<file path="config.mk">
export PLATFORM = sky130hd
export DESIGN_NAME = card_display_scanner_flat
export DESIGN_NICKNAME = d
export VERILOG_FILES = /design/src/rtl/card_display_scanner_if.sv /design/src/rtl/card_display_scanner.sv /design/src/flat_wrapper.sv
export SDC_FILE = /design/constraint.sdc
export NUM_CORES = 1
export LEC_CHECK = 0
export CORE_UTILIZATION = 30
export CTS_CLUSTER_DIAMETER = 120
export CTS_CLUSTER_SIZE = 14
export DETAILED_ROUTE_END_ITERATION = 8
export PLACE_DENSITY = 0.48
export SYNTH_ARGS = -nofsm -noshare
export SYNTH_HDL_FRONTEND = slang
export SYNTH_SLANG_ARGS = --single-unit
</file>
<file path="constraint.sdc">
create_clock -name clk_in -period 2.8 [get_ports clk_in]
set_input_delay 0.56 -clock clk_in [delete_from_list [all_inputs] [get_ports clk_in]]
set_output_delay 0.56 -clock clk_in [all_outputs]
set_load 0.005 [all_outputs]
</file>
<file path="src/rtl/card_display_scanner_if.sv">
// card_display_scanner_if: card write (valid/ready) and commit port of the display scanner.
// The index is one bit wider than strictly needed, so out-of-range slots can be addressed (and are dropped).
interface card_display_scanner_if #(
    parameter int NUM_CARDS = 4
);
    localparam int IW = $clog2(NUM_CARDS + 1);
    logic          card_valid_in;
    logic          card_ready_out;
    logic [IW-1:0] card_idx_in;
    logic [3:0]    card_rank_in;
    logic [1:0]    card_suit_in;
    logic          commit_in;
    logic          commit_pending_out;
    modport master (
        output card_valid_in, card_idx_in, card_rank_in, card_suit_in, commit_in,
        input  card_ready_out, commit_pending_out
    );
    modport slave (
        input  card_valid_in, card_idx_in, card_rank_in, card_suit_in, commit_in,
        output card_ready_out, commit_pending_out
    );
endinterface

</file>
<file path="src/rtl/card_display_scanner.sv">
// card_display_scanner: double-buffered 7-segment scan controller, two digits (suit, rank) per card.
// Optional CARD_HIGHLIGHT_EN adds a per-card blink mask driven by a 6-bit frame counter.
module card_display_scanner #(
    parameter int COUNT_PERIOD = 100000,
    parameter int NUM_CARDS    = 4
) (
    input  logic                   clk_in,
    input  logic                   rst_n_in,
    card_display_scanner_if.slave  bus,
`ifdef CARD_HIGHLIGHT_EN
    input  logic [NUM_CARDS-1:0]   highlight_mask_in,
`endif
    output logic                   frame_tick_out,
    output logic [2*NUM_CARDS-1:0] an_out,
    output logic [6:0]             cat_out
);
    localparam int ND = 2 * NUM_CARDS;
    localparam int CW = $clog2(COUNT_PERIOD);
    localparam int DW = (ND > 1) ? $clog2(ND) : 1;
    localparam int KW = (NUM_CARDS > 1) ? $clog2(NUM_CARDS) : 1;
    localparam int IW = $clog2(NUM_CARDS + 1);
    // Active-high segment masks indexed by rank (0, 14, 15 blank) and by suit.
    localparam logic [15:0][6:0] RANK_G = {7'h00, 7'h00, 7'h76, 7'h67, 7'h1E, 7'h3F, 7'h6F, 7'h7F,
                                           7'h07, 7'h7D, 7'h6D, 7'h66, 7'h4F, 7'h5B, 7'h77, 7'h00};
    localparam logic [3:0][6:0]  SUIT_G = {7'h6D, 7'h58, 7'h74, 7'h5E};

    logic [CW-1:0]                cnt_q, cnt_d;
    logic [DW-1:0]                dig_q, dig_d;
    logic [NUM_CARDS-1:0][5:0]    act_q, act_d, shd_q, shd_d;
    logic                         pend_q, pend_d;
    logic [ND-1:0]                an_q, an_d;
    logic [6:0]                   cat_q, cat_d;
    logic                         wrap, frame, wr_en, blank;
    logic [KW-1:0]                ci;
    logic [5:0]                   card;
`ifdef CARD_HIGHLIGHT_EN
    logic [5:0]                   fcnt_q, fcnt_d;
`endif

    assign bus.card_ready_out     = rst_n_in && !pend_q;
    assign bus.commit_pending_out = pend_q;
    assign frame_tick_out         = frame;
    assign an_out                 = an_q;
    assign cat_out                = cat_q;

    always_comb begin
        wrap   = cnt_q == CW'(COUNT_PERIOD - 1);
        frame  = wrap && dig_q == DW'(ND - 1);
        cnt_d  = wrap ? '0 : cnt_q + 1'b1;
        dig_d  = !wrap ? dig_q : frame ? '0 : dig_q + 1'b1;
        wr_en  = bus.card_valid_in && bus.card_ready_out && bus.card_idx_in < IW'(NUM_CARDS);
        shd_d  = shd_q;
        if (wr_en)
            shd_d[bus.card_idx_in[KW-1:0]] = {bus.card_rank_in, bus.card_suit_in};
        // The swap only happens on the frame boundary so a frame never mixes old and new cards.
        act_d  = (frame && pend_q) ? shd_q : act_q;
        pend_d = pend_q ? !frame : bus.commit_in;
        ci     = KW'(dig_q >> 1);
        card   = act_q[ci];
`ifdef CARD_HIGHLIGHT_EN
        fcnt_d = fcnt_q + {5'b0, frame};
        blank  = RANK_G[card[5:2]] == '0 || (highlight_mask_in[ci] && fcnt_q[5]);
`else
        blank  = RANK_G[card[5:2]] == '0;
`endif
        an_d   = ~(ND'(1) << dig_q);
        cat_d  = blank ? 7'h7F : ~(dig_q[0] ? RANK_G[card[5:2]] : SUIT_G[card[1:0]]);
    end

    always_ff @(posedge clk_in or negedge rst_n_in) begin
        if (!rst_n_in) begin
            cnt_q  <= '0;
            dig_q  <= '0;
            act_q  <= '0;
            shd_q  <= '0;
            pend_q <= 1'b0;
            an_q   <= '1;
            cat_q  <= '1;
`ifdef CARD_HIGHLIGHT_EN
            fcnt_q <= '0;
`endif
        end else begin
            cnt_q  <= cnt_d;
            dig_q  <= dig_d;
            act_q  <= act_d;
            shd_q  <= shd_d;
            pend_q <= pend_d;
            an_q   <= an_d;
            cat_q  <= cat_d;
`ifdef CARD_HIGHLIGHT_EN
            fcnt_q <= fcnt_d;
`endif
        end
    end
endmodule
</file>
<file path="src/flat_wrapper.sv">
// flat-port wrapper written by rule: the top's interface ports become plain ports
module card_display_scanner_flat 
#(
    parameter int COUNT_PERIOD = 100000,
    parameter int NUM_CARDS    = 4
)
  (clk_in, rst_n_in, frame_tick_out, an_out, cat_out, bus_card_valid_in, bus_card_idx_in, bus_card_rank_in, bus_card_suit_in, bus_commit_in, bus_card_ready_out, bus_commit_pending_out);
  card_display_scanner_if #(.NUM_CARDS(NUM_CARDS)) bus_i ();
  input  logic clk_in;
  input  logic rst_n_in;
  output logic frame_tick_out;
  output logic [2*NUM_CARDS-1:0] an_out;
  output logic [6:0] cat_out;
  input wire logic [$bits(bus_i.card_valid_in)-1:0] bus_card_valid_in;
  input wire logic [$bits(bus_i.card_idx_in)-1:0] bus_card_idx_in;
  input wire logic [$bits(bus_i.card_rank_in)-1:0] bus_card_rank_in;
  input wire logic [$bits(bus_i.card_suit_in)-1:0] bus_card_suit_in;
  input wire logic [$bits(bus_i.commit_in)-1:0] bus_commit_in;
  output wire logic [$bits(bus_i.card_ready_out)-1:0] bus_card_ready_out;
  output wire logic [$bits(bus_i.commit_pending_out)-1:0] bus_commit_pending_out;
  assign bus_i.card_valid_in = bus_card_valid_in;
  assign bus_i.card_idx_in = bus_card_idx_in;
  assign bus_i.card_rank_in = bus_card_rank_in;
  assign bus_i.card_suit_in = bus_card_suit_in;
  assign bus_i.commit_in = bus_commit_in;
  assign bus_card_ready_out = bus_i.card_ready_out;
  assign bus_commit_pending_out = bus_i.commit_pending_out;
  card_display_scanner #(.COUNT_PERIOD(COUNT_PERIOD), .NUM_CARDS(NUM_CARDS)) u_core (.clk_in(clk_in), .rst_n_in(rst_n_in), .bus(bus_i), .frame_tick_out(frame_tick_out), .an_out(an_out), .cat_out(cat_out));
endmodule
</file>
-- Word level (Yosys, flattened, before mapping)
Memories as Yosys holds them, arrays and structs flattened.
Index checks and enable logic that the tools add are counted.
- flip-flop bits (word level): 84
- output and inout port bits: 18
- memory bits (writable): 0
- memory bits (read-only): 112
- bits of input ports: 13
- bits in latches: 0
- memories kept: 1
- word-level logic and storage cells: 49
- multiplexer cells: 13
- shifts and indexed selects: 1
- magnitude comparators: 6
- $add $sub $neg: 2
- equality and inequality tests: 2
- div/mod/pow operators: 0
- reduce and logical (&&, ||, !) cells: 9
- bitwise logic cells: 2
- $mul: 0
- memory list (memory ; words ; bits a word ; read ports ; clocked after Yosys merged registers in ; write ports ; RTL line ; source):
    (name not given) ; 16 ; 7 ; 1 ; 0 ; 0 ; card_display_scanner.sv:64 ; blank = RANK_G[card[5:2]] == '0;
- operator list (cell ; number):
    $mux W7 ; 4
    $bwmux W24 ; 1
    $add A17 B1 Y17 const B ; 1
    $eq A17 B17 Y1 const B ; 1
    $mux W17 ; 1
    $bmux W7 S2 ; 1
    $bmux W6 S2 ; 1
    $demux W6 S2 ; 1
    $mux W6 ; 2
    $lt A2 B3 Y1 const B ; 3
    $not A8 Y8 ; 1
    $shl A1 B3 Y8 const A ; 1
    $logic_not A7 Y1 ; 1
    $not A7 Y7 ; 1
    $logic_and A1 B1 Y1 ; 6
    $lt A4 B5 Y1 const B ; 1
    $add A3 B1 Y3 const B ; 1
    $eq A3 B3 Y1 const B ; 1
    $lt A3 B3 Y1 const B ; 1
    $mux W3 ; 1
    $ge A2 B1 Y1 const B ; 1
    $logic_not A1 Y1 ; 2
    $mux W1 ; 1

-- Logic depth before layout (Yosys ltp)
- depth after elaboration: 7
- mapped depth: 9
- depth with buffers taken out: 8

-- Least setup slack after synthesis
No wires, ideal clock.
- path kind: reg-to-reg
- start point: reg u_core.dig_q[1]
- end point: reg u_core.cat_q[1] (netlist: u_core.cat_out[1])
- buffers on the path: 1
- path slack: 0.095 ns
- clock period less this slack: 2.705 ns
- library setup time: 0.059 ns
- data arrival time: 2.647 ns
- data required time: 2.741 ns
- stages on the path, launching flop included: 10
- path through: dfrtp_1 > buf_2 > mux4_2 > inv_1 > ha_1 > inv_1 > or3_1 > o32a_1 > nor3_2 > or2_2
- longest elaborated chain between the ends: 7
- elaborated cells between the ends (all ways): 10
- those cells by class: mux (7); bitwise (1); reduce/logical (1); memory (1)
- RTL lines (what ; RTL line ; source):
    start, declared ; card_display_scanner.sv:28 ; logic [DW-1:0] dig_q, dig_d;
    start signal, assigned ; card_display_scanner.sv:84 ; dig_q <= dig_d;
    $bmux W6 S2 (*) ; card_display_scanner.sv:59 ; card = act_q[ci];
    $mux W6 (implied by the code) (*) ; card_display_scanner.sv:59 ;
    branches (longest 4 deep; another with $mem_v2 Z16 W7) ; n/a ;
    $mux W7 (*) ; card_display_scanner.sv:67 ; cat_d = blank ? 7'h7F : ~(dig_q[0] ? RANK_G[card[5:2]] : SUIT_G[card[1:0]]);
    named net u_core.cat_d[1] ; card_display_scanner.sv:32 ; logic [6:0] cat_q, cat_d;
    end signal, assigned ; card_display_scanner.sv:89 ; cat_q <= cat_d;
    end, declared ; card_display_scanner.sv:32 ;
Mark *: on every way through the listed nets, which the timed path passes. The select of a mux whose other input is x is not followed.
A chain may end at the register's enable or synchronous reset.

-- Final worst setup path
- start point: reg u_core.cnt_q[5]
- end point: out frame_tick_out
- longest elaborated chain between the ends: 2
- RTL lines (what ; RTL line ; source):
    start, declared ; card_display_scanner.sv:27 ; logic [CW-1:0] cnt_q, cnt_d;
    start signal, assigned ; card_display_scanner.sv:83 ; cnt_q <= cnt_d;
    $eq A17 B17 Y1 ; card_display_scanner.sv:47 ; wrap = cnt_q == CW'(COUNT_PERIOD - 1);
    $logic_and A1 B1 Y1 ; card_display_scanner.sv:48 ; frame = wrap && dig_q == DW'(ND - 1);
    end, declared ; flat_wrapper.sv:11 ; output logic frame_tick_out;
No other way between the ends.

==> results by group <==
Route
  – Avg WL per Cell: roughly 14 um
  – Via count: around 2,300
  – Pre-Repair DR Iteration Count: 4
  – Antenna Nets Post-Route: 0
  – WL final: 7080 um
  – Iteration-0 DRC count of the detailed router: 139
  – Vias per std cell: around 4.5
  – Drc violations: 0

Cells and area
  – Share of cells above drive strength 1: 33.5%
  – Fillers: 1,207
  – Final #Nets: 360
  – Core occupancy in the finished layout: 38.2%
  – N_diodes: 0
  – Layout area overhead: 24.6%

Clocking
  – Clk buf depth: 2
  – # Post-CTS Setup Buffers: 0
  – CTS clk-pin slew, worst paths: approximately 0.06 ns
  – CTS Sinks: between 80 and 90
  – Clock latency on the worst-skew pair: between 0.3 and 0.4 ns
  – CTS Root Cell: clkbuf_16
  – Depth of the CTS H-tree: 3
  – CTS buffer count: 9
  – CTS tree: yes

Yosys
  – Yosys top cell area share: about 45%
  – Seq/Total Area, Yosys: 55.1%
  – Synth cell types: 45
  – Mapped cell area: 3850 sq um
  – Number of synthesized flops with an enable pin: 0
  – Top post-synthesis cells by area: dfrtp_1, dfstp_2, mux2_2, mux2_4, ha_1
  – Post-synth top flop: dfrtp_1
  – Seq cells post-synth: 84
  – Yosys warns: 0
  – Yosys top cell by area: dfrtp_1
  – Post-synthesis async set-or-reset flop share: between 90% and 100%
  – Syn avg cell area: roughly 14 sq um
  – Post-synthesis net count: about 310
  – Cell count after synthesis: approximately 280

Timing
  – Final setup vio count: 0
  – Final setup margin: 0.124 ns
  – Worst slew pin tran: 0.906 ns
  – Hold violation count in the final report: 0
  – Hold_ws: ~0.065 ns
  – Tmin final: 2.68 ns
  – Final slew viol count: 0
  – Final period util: between 90% and 100%
  – RSZ-0062 raised after global routing: false
  – Post-Route Skew: 0.00831 ns
  – Fmax: between 0.3 and 0.4 GHz
  – Setup tns final: 0 ns
  – Rel. slew slack: 39.6%

Setup path
  – Critical R2R Capture: u_core.cat_out[5]
  – CP Capture Type: primary output
  – Worst reg2reg startpoint: u_core.dig_q[1]
  – CP startpoint kind: flop
  – Reg2reg setup slack: about 0.25 ns
  – Worst-case reg-to-reg path depth: 8
  – Worst EP arrival: 2.12 ns
  – Kind of critical path: flop to primary output
  – Required @ worst endpoint: 2.24 ns
  – CP max FO: 2

Die
  – Chip Width: roughly 120 um
  – Die area: approximately 13,000 sq um
  – Core ar.: 12,600 sq um
  – Rows: 41
  – Die Y: 115 um
  – Number of top-level pins: 31
  – Starting Density: 30.6%

Power and ir drop
  – Leak: 2.23 nW
  – VDD IR max: between 0.3 and 0.4 mV
  – Pwr per Cell Area: about 550 nW/um^2

GRT
  – First-pass GRT wire length: between 10,000 and 15,000 um
  – All-layer global routing usage: 12.0%
  – Vias in the first global route: around 2,400
  – Total grt overflow: 0
  – Initial antenna violation count: 0
  – Largest net degree at the start of global routing: between 70 and 80

Placed design
  – Placement Setup Slack: ~0.093 ns
  – Port Buf Inserts: 30
  – Post-detail-place hpwl: about 5000 um
  – Routability cong.: ~0.77

Flow run
  – Max_cap viols: 0

Run status
  – Outcome: finished, final reports clean

Hold path
  – Min-Delay Path Class: primary input to asynchronous set/reset pin
-- cell usage after synthesis, types with 2 or more instances --
cell type  instances
dfrtp_1           69
mux2_2            29
mux2_4            19
nor2_1            16
dfstp_2           15
ha_1              14
nand2_1           13
inv_1             12
nand3_1           11
xnor2_1            8
xor2_1             7
mux4_2             6
o21ai_0            6
mux2i_1            5
clkbuf_1           4
nand4_1            4
nor2b_1            3
nor3_1             3
nor3b_1            3
or2_2              3
a211o_1            2
a21o_1             2
a31oi_1            2
and3_1             2
buf_6              2
nand3b_1           2
nor4_1             2
-- where the power goes --
part	switching, mW	internal, mW
logic	0.0328	0.0240
registers	0.00503	1.23
clock network	0.476	0.869
-- flip-flops by register name, indices dropped and copies added, names as in the netlist --
name and cells:
u_core.an_out 8, u_core.act_q 24, u_core.cnt_q 17, u_core.cat_out 7
u_core.bus.commit_pending_out 1, u_core.shd_q 24, u_core.dig_q 3
-- area by class of cell --
| type | count | area (sq um) | share of cell area [%] |
|---|---|---|---|
| flip-flops and latches | 84 | 2120 | 44.2 |
| well taps | 172 | 215 | 4.48 |
| clock inverters | 6 | 113 | 2.35 |
| inverters | 12 | 45.0 | 0.938 |
| clock buffers | 9 | 225 | 4.69 |
| repair buffers | 47 | 424 | 8.84 |
| multi-input cells | 179 | 1660 | 34.5 |
-- worst max-delay path: stages, from the launching register on --
cell	delay, ns
dfrtp_1	0.37
or4b_1	0.51
or4_4	0.52
nor4_2	0.14
dlygate4sd2_1	0.26
-- routing by layer --
metal,global-route usage (%),part of all wire [%],wire length (um)
met1,16.6,51,3620
met2,17.6,44,3100
met3,3.27,3.7,262
met4,5.45,1.4,97
met5,0,0,0
-- cells in the final DEF, fill, tap and decap left out, types with 5 or more instances in the layout --
| cell | n |
|---|---|
| xor2_1 | 7 |
| o21ai_0 | 6 |
| buf_4 | 18 |
| mux2i_1 | 5 |
| nor2_1 | 16 |
| clkbuf_16 | 9 |
| nand3_1 | 11 |
| mux2_2 | 29 |
| ha_1 | 14 |
| mux4_2 | 6 |
| mux2_4 | 19 |
| nand2_1 | 13 |
| xnor2_1 | 8 |
| inv_1 | 12 |
| dfrtp_1 | 68 |
| dfstp_2 | 15 |
| clkdlybuf4s50_1 | 28 |
-- stage by stage --
stage,std cells,instance area [sq um],total power [mW]
final,509,4800,2.63
after global routing,509,4800,2.73
after CTS,509,4790,2.67
after detailed placement,494,4450,1.31
after global placement,494,4450,1.31
after floorplan,282,3850,1.26
-- kinds of logic after synthesis --
kind of cell | Yosys count | share of synthesized area (%)
AOI/OAI and AO/OA | 19 | 3.38
xor gates and xnor gates | 15 | 3.41
and+or+nand+nor | 72 | 10.6
DFF | 84 | 55.1
buffers and inverters | 19 | 2.27
muxes | 59 | 20.7
adders and majority gates | 14 | 4.55
-- how the worst max path moves through the flow --
stage | startpoint | endpoint | depth (start not counted)
finish | u_core.cnt_q[5] | frame_tick_out | 4
CTS | u_core.cnt_q[5] | frame_tick_out | 4
global placement | u_core.cnt_q[5] | frame_tick_out | 4
floorplan | u_core.dig_q[1] | u_core.cat_out[1] | 9
detailed placement | u_core.dig_q[1] | u_core.cat_out[1] | 8
global route | u_core.cnt_q[5] | frame_tick_out | 4
-- timing repair --
item / 4_1_cts / 5_1_grt
endpoints found under the setup margin: 1 / 7
hold buffers: 0 / 0
resized for setup: 2 / 2
Note: power is estimated with default switching activity, not from simulation.
